`src/rtl/split_accum32_if.sv`:
```
// Handshake bundle between the split accumulator and its upstream/downstream neighbours.
// The master drives burst control and words; the slave returns readiness and the total.
interface split_accum32_if #(
   parameter int LEN_W = 8
);
   logic             start;
   logic [LEN_W-1:0] len;
   logic             in_valid;
   logic [31:0]      in_data;
   logic             in_ready;
   logic             out_valid;
   logic [31:0]      out_sum;
   logic             out_ovf;
   logic             out_ready;
   logic             busy;

   modport master (
      output start, len, in_valid, in_data, out_ready,
      input  in_ready, out_valid, out_sum, out_ovf, busy
   );

   modport slave (
      input  start, len, in_valid, in_data, out_ready,
      output in_ready, out_valid, out_sum, out_ovf, busy
   );
endinterface

```
`src/rtl/split_accum32.sv`:
```
// Burst accumulator that adds each 32-bit word as two 16-bit halves on consecutive
// cycles, carrying between the halves through c16 and flagging carry out of bit 31.
module split_accum32 #(
   parameter int LEN_W = 8
) (
   input  logic           clk,
   input  logic           reset,
   split_accum32_if.slave bus
);

   localparam logic [1:0] IDLE   = 2'd0;
   localparam logic [1:0] ACC_LO = 2'd1;
   localparam logic [1:0] ACC_HI = 2'd2;
   localparam logic [1:0] DONE   = 2'd3;

   logic [1:0]       state_q, state_d;
   logic [31:0]      acc_q, acc_d;
   logic             ovf_q, ovf_d;
   logic             c16_q, c16_d;
   logic [15:0]      hi_q, hi_d;
   logic [LEN_W-1:0] cnt_q, cnt_d;

   logic [16:0]      loSum;
   logic [16:0]      hiSum;

   assign loSum = {1'b0, acc_q[15:0]} + {1'b0, bus.in_data[15:0]};
   assign hiSum = {1'b0, acc_q[31:16]} + {1'b0, hi_q} + {16'b0, c16_q};

   always_comb begin
      state_d = state_q;
      acc_d   = acc_q;
      ovf_d   = ovf_q;
      c16_d   = c16_q;
      hi_d    = hi_q;
      cnt_d   = cnt_q;
      case (state_q)
         IDLE: begin
            if (bus.start) begin
               acc_d   = 32'd0;
               ovf_d   = 1'b0;
               c16_d   = 1'b0;
               cnt_d   = bus.len;
               state_d = (bus.len == '0) ? DONE : ACC_LO;
            end
         end
         ACC_LO: begin
            if (bus.in_valid) begin
               acc_d   = {acc_q[31:16], loSum[15:0]};
               c16_d   = loSum[16];
               hi_d    = bus.in_data[31:16];
               state_d = ACC_HI;
            end
         end
         ACC_HI: begin
            // Upper half closes the word; its carry is the true carry out of bit 31.
            acc_d   = {hiSum[15:0], acc_q[15:0]};
            ovf_d   = ovf_q | hiSum[16];
            cnt_d   = cnt_q - LEN_W'(1);
            state_d = (cnt_q == LEN_W'(1)) ? DONE : ACC_LO;
         end
         DONE: begin
            if (bus.out_ready) begin
               state_d = IDLE;
            end
         end
         default: state_d = IDLE;
      endcase
   end

   always_ff @(posedge clk) begin
      if (reset) begin
         state_q <= IDLE;
         acc_q   <= 32'd0;
         ovf_q   <= 1'b0;
         c16_q   <= 1'b0;
         hi_q    <= 16'd0;
         cnt_q   <= '0;
      end else begin
         state_q <= state_d;
         acc_q   <= acc_d;
         ovf_q   <= ovf_d;
         c16_q   <= c16_d;
         hi_q    <= hi_d;
         cnt_q   <= cnt_d;
      end
   end

   assign bus.in_ready  = (state_q == ACC_LO);
   assign bus.out_valid = (state_q == DONE);
   assign bus.out_sum   = acc_q;
   assign bus.out_ovf   = ovf_q;
   assign bus.busy      = (state_q != IDLE);

endmodule

```
`src/flat_wrapper.sv`:
```
// flat-port wrapper written by rule: the top's interface ports become plain ports
module split_accum32_flat 
#(
   parameter int LEN_W = 8
)
  (clk, reset, bus_start, bus_len, bus_in_valid, bus_in_data, bus_out_ready, bus_in_ready, bus_out_valid, bus_out_sum, bus_out_ovf, bus_busy);
  split_accum32_if #(.LEN_W(LEN_W)) bus_i ();
  input  logic clk;
  input  logic reset;
  input wire logic [$bits(bus_i.start)-1:0] bus_start;
  input wire logic [$bits(bus_i.len)-1:0] bus_len;
  input wire logic [$bits(bus_i.in_valid)-1:0] bus_in_valid;
  input wire logic [$bits(bus_i.in_data)-1:0] bus_in_data;
  input wire logic [$bits(bus_i.out_ready)-1:0] bus_out_ready;
  output wire logic [$bits(bus_i.in_ready)-1:0] bus_in_ready;
  output wire logic [$bits(bus_i.out_valid)-1:0] bus_out_valid;
  output wire logic [$bits(bus_i.out_sum)-1:0] bus_out_sum;
  output wire logic [$bits(bus_i.out_ovf)-1:0] bus_out_ovf;
  output wire logic [$bits(bus_i.busy)-1:0] bus_busy;
  assign bus_i.start = bus_start;
  assign bus_i.len = bus_len;
  assign bus_i.in_valid = bus_in_valid;
  assign bus_i.in_data = bus_in_data;
  assign bus_i.out_ready = bus_out_ready;
  assign bus_in_ready = bus_i.in_ready;
  assign bus_out_valid = bus_i.out_valid;
  assign bus_out_sum = bus_i.out_sum;
  assign bus_out_ovf = bus_i.out_ovf;
  assign bus_busy = bus_i.busy;
  split_accum32 #(.LEN_W(LEN_W)) u_core (.clk(clk), .reset(reset), .bus(bus_i));
endmodule
```
`config.mk`:
```
export PLATFORM = sky130hd
export DESIGN_NAME = split_accum32_flat
export DESIGN_NICKNAME = d
export VERILOG_FILES = /design/src/rtl/split_accum32_if.sv /design/src/rtl/split_accum32.sv /design/src/flat_wrapper.sv
export SDC_FILE = /design/constraint.sdc
export NUM_CORES = 1
export LEC_CHECK = 0
export BUFFER_PORTS_ARGS = -buffer_cell sky130_fd_sc_hd__buf_2
export CAP_MARGIN = 0
export CORE_MARGIN = 2
export CORE_UTILIZATION = 47
export DETAILED_ROUTE_END_ITERATION = 6
export PLACE_DENSITY = 0.73
export SLEW_MARGIN = 10
export SYNTH_ARGS = -nofsm -noshare
export SYNTH_HDL_FRONTEND = slang
export SYNTH_SLANG_ARGS = --single-unit
```
`constraint.sdc`:
```
create_clock -name clk -period 2.36 [get_ports clk]
set_clock_uncertainty 0.05 [all_clocks]
set_input_delay 0.354 -clock clk [delete_from_list [all_inputs] [get_ports clk]]
set_output_delay 0.354 -clock clk [all_outputs]
set_load 0.05 [all_outputs]
```
==> results of run 1 <==
==> synthesized netlist by cell type, types with 4 or more instances <==
cell type,number,area share (%)
nand2_1,76,7.2
dfxtp_1,60,30
a21oi_1,52,6.6
nor2_1,47,4.5
ha_1,38,12
o21ai_0,31,3.9
nand3_1,14,1.8
clkbuf_1,13,1.2
xnor2_1,11,2.4
a211oi_1,10,1.9
inv_1,10,0.95
nor3_1,9,1.1
o21a_1,9,1.7
a21o_1,8,1.5
a22oi_1,8,1.5
nor4_1,8,1.3
nand4_1,7,1.1
a22o_1,6,1.3
buf_2,6,0.76
xor2_1,5,1.1
a211oi_2,4,1.3
a31oi_1,4,0.63
a32o_1,4,1.0
o21bai_1,4,0.76
or3_1,4,0.63
==> kinds of logic (layout without fill, tap and decap cells) <==
family | count (synthesis) | in the layout | share of synthesized area [%]
adder cells (fa/ha/maj) | 41 | 41 | 13.51
AO/OA/AOI/OAI | 162 | 162 | 27.15
AND/OR/NAND/NOR | 182 | 182 | 20.87
XOR/XNOR | 16 | 16 | 3.535
multiplexers | 5 | 5 | 1.389
flip-flops | 60 | 60 | 30.30
buffers and inverters | 32 | 129 | 3.251
==> through the flow <==
step,total power [mW],instance area [um^2]
global placement,1.817,4582
CTS,2.801,4812
finish,2.797,4877
floorplan,1.631,3980
detailed placement,1.834,4582
global route,2.936,4877
==> flip-flops by register name, summed over array words and instances (netlist names) <==
name and cells:
u_core.bus.out_sum 32, u_core.hi_q 16, u_core.cnt_q 8, u_core.state_q 2, u_core.bus.out_ovf 1, u_core.c16_q 1
==> cell type report <==
cell class / instances / area [um^2]
clock buffer: 12 / 155.1
clock inverter: 4 / 47.55
fill: 745 / 3298
inverter: 11 / 41.29
multi-input combinational: 406 / 2728
sequential: 60 / 1209
tap: 105 / 131.4
timing repair buffer: 102 / 565.5
==> per-layer routing <==
metal | up-vias | part of all wire, % | global-route usage [%]
met5 | - | 0 | 0
met1 | 1844 | 46 | 30.65
li1 | 2012 | - | -
met2 | 118 | 46 | 37.94
met4 | 0 | 1.5 | 6.786
met3 | 13 | 5.7 | 4.933
==> where the power goes <==
part	switching (mW)	leakage (nW)	total [mW]	internal, mW
Clock	0.427	0.102	0.969	0.542
Sequential	0.0436	0.489	1.11	1.07
Combinational	0.457	1.57	0.718	0.261
Total	0.928	2.16	2.80	1.87
==> path summary, 6_finish.rpt <==
check,from,end,slack [ns],cells past startpoint
hold reg to reg,u_core.hi_q[11]$_SDFFE_PP0P_,u_core.hi_q[11]$_SDFFE_PP0P_,0.41,2
hold / removal,bus_in_data[31],u_core.hi_q[15]$_SDFFE_PP0P_,0.19,3
setup / recovery,u_core.hi_q[0]$_SDFFE_PP0P_,u_core.bus.out_sum[30]$_SDFFE_PP0P_,-0.15,8
setup reg to reg,u_core.hi_q[0]$_SDFFE_PP0P_,u_core.bus.out_sum[30]$_SDFFE_PP0P_,-0.15,8
==> worst reg2reg max path, cell delays in order (launching register included) <==
cell and delay [ns]:
dfxtp_2 0.33, fa_2 0.40, fa_2 0.40, a211oi_4 0.31, nor4_2 0.08, o31a_1 0.29, a41oi_2 0.24, xnor2_1 0.10
a22o_1 0.20
==> timing repair <==
action                                  CTS  global route
hold buffers                              0             0
cloned                                    0             0
setup buffers                             0             1
resized for setup                         6            12
endpoints found under the setup margin    6            13
pin swaps                                 8            12
==> metrics.txt, run 1 <==
share of layout cells above drive strength 1 24.71%; Tightest Pin Transition 0.6732 ns; number of global-route vias before repair 3,664; Slew Limit Fails 0; Final ANT Viol Nets 0; CP most frequent cell fa_2; Peak supply drop 0.0002667 V; Ys Warns 0; Total Nets Final 676; drt wl/cell 14.85 um; mapped cell area 0.003964 mm^2; DR DRC count 0; Die ar. 0.009184 mm^2; distinct cell type count of the synthesized netlist 59; via count 3,987; register area share after synthesis 30.30%; worst min path class input pin to flop; CP max stage cell fa_2; Hold WS 0.1854 ns; Non-Filler Instances 700; GRT overflow 0; Worst-path clk slew 0.07 ns; global-route wire length before repair 16,800 um; Tot GR Track Use 23.15%; post-synthesis net count 584; Setup WS pre-CTS -0.09011 ns; CP Class flop to flop; Final Setup Violations 3; commonest non-fill, non-tap cell in the layout buf_2; endpoint type of the worst setup path flop; startpoint types flop; Core Area 0.008175 mm^2; final cell utilization of the core 59.66%; Post-Synthesis Cells 498; EDFF count, synth 0; DR pass1 iterations 4; CTS sink cnt 60; Initial DRC Count 208; Leakage 2.158 nW; # rows 33; Crit path max-delay family compound AO/OA/AOI/OAI gates; chip width 95.84 um; final hold viol count 0; outcome finished, violations left; Routability Congestion 0.8873; Crit path arrival time 2.71 ns; Setup TNS -0.1934 ns; Mapped Avg Cell Area 7.959 um^2; Yosys reg bits 60; critical path's largest stage delay 0.40 ns; Top Ports 81; port buffer count 80; Peak Freq 0.3985 GHz; Slew HR 54.71%; DP Cell Count 683; Post-DP HPWL 7640 um; routed vias/inst 5.696; clock root cell clkbuf_8; area added between synthesis and finish 23.04%; Inserted Diodes 0; CP cell instances fa_2 -> fa_2 -> a211oi_4 -> nor4_2 -> o31a_1 -> a41oi_2 -> xnor2_1 -> a22o_1; minimum clock period 2.510 ns; violated checks setup timing; Worst-Skew Late Latency 0.35 ns; Die Y 95.84 um; most frequent cells in the layout 80 x buf_2, 76 x nand2_1, 56 x dfxtp_1; Worst EP required 2.56 ns; Worst Setup Slack, final -0.1496 ns; H-tree levels 3; number of max-cap violations 0; Power Density 573.4 mW/mm^2; CTS tree yes; RSZ-0062 raised after global routing true; worst-case clock buffer depth 2; WL final 10,400 um; antenna violations before repair 0; CTS Buf Count 9; CP Max Fanout 3; Primary FF master, synth dfxtp_1; period utilisation layout 106.3%; CP Buf/Inv Count 0; Post-synth ARST share 0%; initial cell density of the core 48.48%; largest net degree at the start of global routing 26
No activity file was read; power rests on OpenSTA's default activity.
==> inputs of run 2 (changes only) <==
--- a/config.mk
+++ b/config.mk
@@ -5,12 +5,14 @@
 export SDC_FILE = /design/constraint.sdc
 export NUM_CORES = 1
 export LEC_CHECK = 0
+export ABC_AREA = 1
 export BUFFER_PORTS_ARGS = -buffer_cell sky130_fd_sc_hd__buf_2
 export CAP_MARGIN = 0
 export CORE_MARGIN = 2
 export CORE_UTILIZATION = 47
 export DETAILED_ROUTE_END_ITERATION = 6
-export PLACE_DENSITY = 0.73
+export PLACE_DENSITY = 0.72
+export SKIP_CTS_REPAIR_TIMING = 1
 export SLEW_MARGIN = 10
 export SYNTH_ARGS = -nofsm -noshare
 export SYNTH_HDL_FRONTEND = slang
==> run 2 against run 1 <==
Net effect: the flow now finishes without violations; core utilization decreased by 3.9 points; maximum frequency is 16% higher; design area is 4.6% higher; area after synthesis rose by 11%; sequential cell count unchanged; combinational power grew to 3.0 times the previous value; critical path type unchanged; critical endpoint is now u_core.bus.out_sum[14]$_SDFFE_PP0P_; largest cell class unchanged.
==> metrics.txt, run 2 <==
register area share after synthesis 27.36% (-2.9 points); worst-case clock buffer depth 2 (unchanged); worst min path class input pin to flop; Synth top area share 27.36% (-2.9 points); Placed Area 0.004887 mm^2 (+6.7%); Peak supply drop 0.0005980 V (+120%); Top Ports 81 (unchanged); Post-Synthesis Cells 685 (+38%); CP Max Fanout 14 (+11); Worst-path clk slew 0.07 ns (about the same); final hold viol count 0 (unchanged); # rows 35 (+6.1%); Area contributors post-synth dfxtp_1 27%, nand2_1 18%, ha_1 11%; top post-synthesis cells by count 213 x nand2_1, 92 x inv_1, 68 x nor2_1, 60 x dfxtp_1, 54 x a21oi_1; Final Setup Violations 0 (-3); RSZ-0062 raised after global routing false; Core Area 0.009153 mm^2 (+12%); H-tree levels 3 (unchanged); CTS tree yes; Total Nets Final 853 (+26%); WL final 11,500 um (+11%); Tot GR Track Use 23.54% (+0.39 points); largest net degree at the start of global routing 40 (+54%); Worst-Skew Late Latency 0.34 ns (about the same); initial cell density of the core 47.97% (-0.51 points); EDFF count, synth 0 (unchanged); Power Density 887.4 mW/mm^2 (+55%); Peak Freq 0.4630 GHz (+16%); routed vias/inst 5.194 (-8.8%); drt wl/cell 13.02 um (-12%); post-synth top area cell dfxtp_1; startpoint types flop; Ys Warns 0 (unchanged); Initial DRC Count 167 (-20%); max reg flops 32 (unchanged); Worst EP required 2.58 ns (+0.02 ns); port buffer count 80 (unchanged); Setup TNS 0 ns (+0.1934 ns); Gate power share 47.4% (+22 points); Routability Congestion 0.8823 (-0.56%); metal3 WL 520 um (-12%); period utilisation layout 91.52% (-15 points); Post-synth ARST share 0% (unchanged); global-route wire length before repair 19,400 um (+15%); Die ar. 0.01013 mm^2 (+10%); Yosys reg bits 60 (unchanged); Sequential Power Share 29.2% (-11 points); total internal power 2.472 mW (+32%); GRT overflow 0 (unchanged); commonest non-fill, non-tap cell in the layout nand2_1; distinct cell type count of the synthesized netlist 38 (-36%); switching power 2.057 mW (+120%); DR DRC count 0 (unchanged); Clk pwr share 23.3% (-11 points); endpoint type of the worst setup path flop; mapped cell area 0.004390 mm^2 (+11%); clock root cell clkbuf_8; routed wl met2 5696 um (+18%); switching share of total power 45.42% (+12 points); number of max-cap violations 0 (unchanged); post-route cell area 0.005104 mm^2 (+4.6%); Crit. Startpoint u_core.state_q[0]$_SDFFE_PP0P_; top-count cell post-synth nand2_1; share of layout cells above drive strength 1 17.10% (-7.6 points); via count 4,586 (+15%); Mapped Avg Cell Area 6.409 um^2 (-19%); Crit path arrival time 2.38 ns (-0.33 ns); Die Y 100.7 um (+5.0%); WL met1 5150 um (+6.9%); Top Metal Used met4; Leakage 2.708 nW (+25%); Primary FF master, synth dfxtp_1; worst reg2reg path startpoint u_core.state_q[0]$_SDFFE_PP0P_; chip width 100.7 um (+5.0%); Final ANT Viol Nets 0 (unchanged); minimum clock period 2.160 ns (-0.3498 ns); CP Class flop to flop; CTS sink cnt 60 (unchanged); Slew Limit Fails 0 (unchanged); Inserted Diodes 0 (unchanged); DR pass1 iterations 5 (+1); Tightest Pin Transition 0.7334 ns (+0.06023 ns); post-synthesis net count 771 (+32%); antenna violations before repair 0 (unchanged); fill cell count 913 (+23%); number of global-route vias before repair 4,390 (+20%); Post-DP HPWL 8693 um (+14%); outcome finished clean; most frequent cells in the layout 213 x nand2_1, 92 x inv_1, 80 x buf_2; CTS Buf Count 9 (unchanged); min-delay src bus_in_data[27]; area added between synthesis and finish 16.24%; Slew HR 50.95% (-3.8 points)
[run 2: changes by cell type after synthesis, sizes merged, moves of 11 or more]
cell	before	now
inv	10	95
nand2	76	216
nand3	14	46
a211oi	14	3
nor2	48	69
[run 2: stage by stage]
step	utilization [%]	instances	hold WS, ns	setup WS (ns)	power, mW
finish	55.76	883	0.2141	0.2002	4.529
global route	55.76	883	0.2230	0.03103	4.865
CTS	55.76	883	0.2019	0.1831	4.548
detailed placement	53.40	867	0.4265	0.2140	3.479
global placement	53.40	867	0.4207	0.2842	3.406
floorplan	-	685	0.4079	0.1515	2.987
[run 2: layout make-up]
cell class                      instances  area [um^2]  share of cell area, %
Multi-Input combinational cell        513         2736                  53.62
Sequential cell                        60         1201                  23.54
Timing Repair Buffer                   86        445.4                  8.728
Inverter                               97        365.4                  7.159
Clock buffer                           11        141.4                  2.770
Tap cell                              111        138.9                  2.721
Clock inverter                          5        75.07                  1.471
[run 2: layer usage]
| metal | global-route usage [%] | vias to the layer above |
|---|---|---|
| met5 | 0 | - |
| met4 | 7.692 | 0 |
| met3 | 3.537 | 11 |
| met2 | 42.51 | 136 |
| met1 | 28.43 | 2083 |
| li1 | - | 2356 |
[run 2: path summary, 6_finish.rpt]
path / slack (ns) / to / cells after the start
worst max register to register: 0.20 / u_core.bus.out_sum[14]$_SDFFE_PP0P_ / 9
worst min register to register: 0.44 / u_core.bus.out_sum[27]$_SDFFE_PP0P_ / 2
worst min-delay path: 0.21 / u_core.hi_q[11]$_SDFFE_PP0P_ / 3
worst max-delay path: 0.20 / u_core.bus.out_sum[14]$_SDFFE_PP0P_ / 9
[run 2: power by group through the flow]
stage / registers [mW] / logic, mW / clock network, mW
after floorplan: 1.41 / 1.58 / 0
after global placement: 1.33 / 2.07 / 0
after detailed placement: 1.34 / 2.14 / 0
after CTS: 1.32 / 2.15 / 1.07
after global routing: 1.35 / 2.40 / 1.12
final: 1.32 / 2.15 / 1.06
[run 2: cells by family (layout without fill, tap and decap cells)]
family | Yosys count | count (layout) | synth area share [%]
and+or+nand+nor | 363 | 363 | 35.42
buffers and inverters | 112 | 199 | 10.32
adders and majority gates | 41 | 41 | 12.20
xor gates and xnor gates | 6 | 6 | 1.197
DFF | 60 | 60 | 27.36
AOI/OAI and AO/OA | 103 | 103 | 13.51
[run 2: critical path, stage by stage (launching register included)]
cell and delay, ns:
dfxtp_1 0.39, inv_1 0.10, ha_1 0.32, nand2_2 0.14
nand2_2 0.07, clkinv_2 0.07, o211ai_4 0.08, nor3_4 0.58
nand3_1 0.16, a21oi_1 0.14
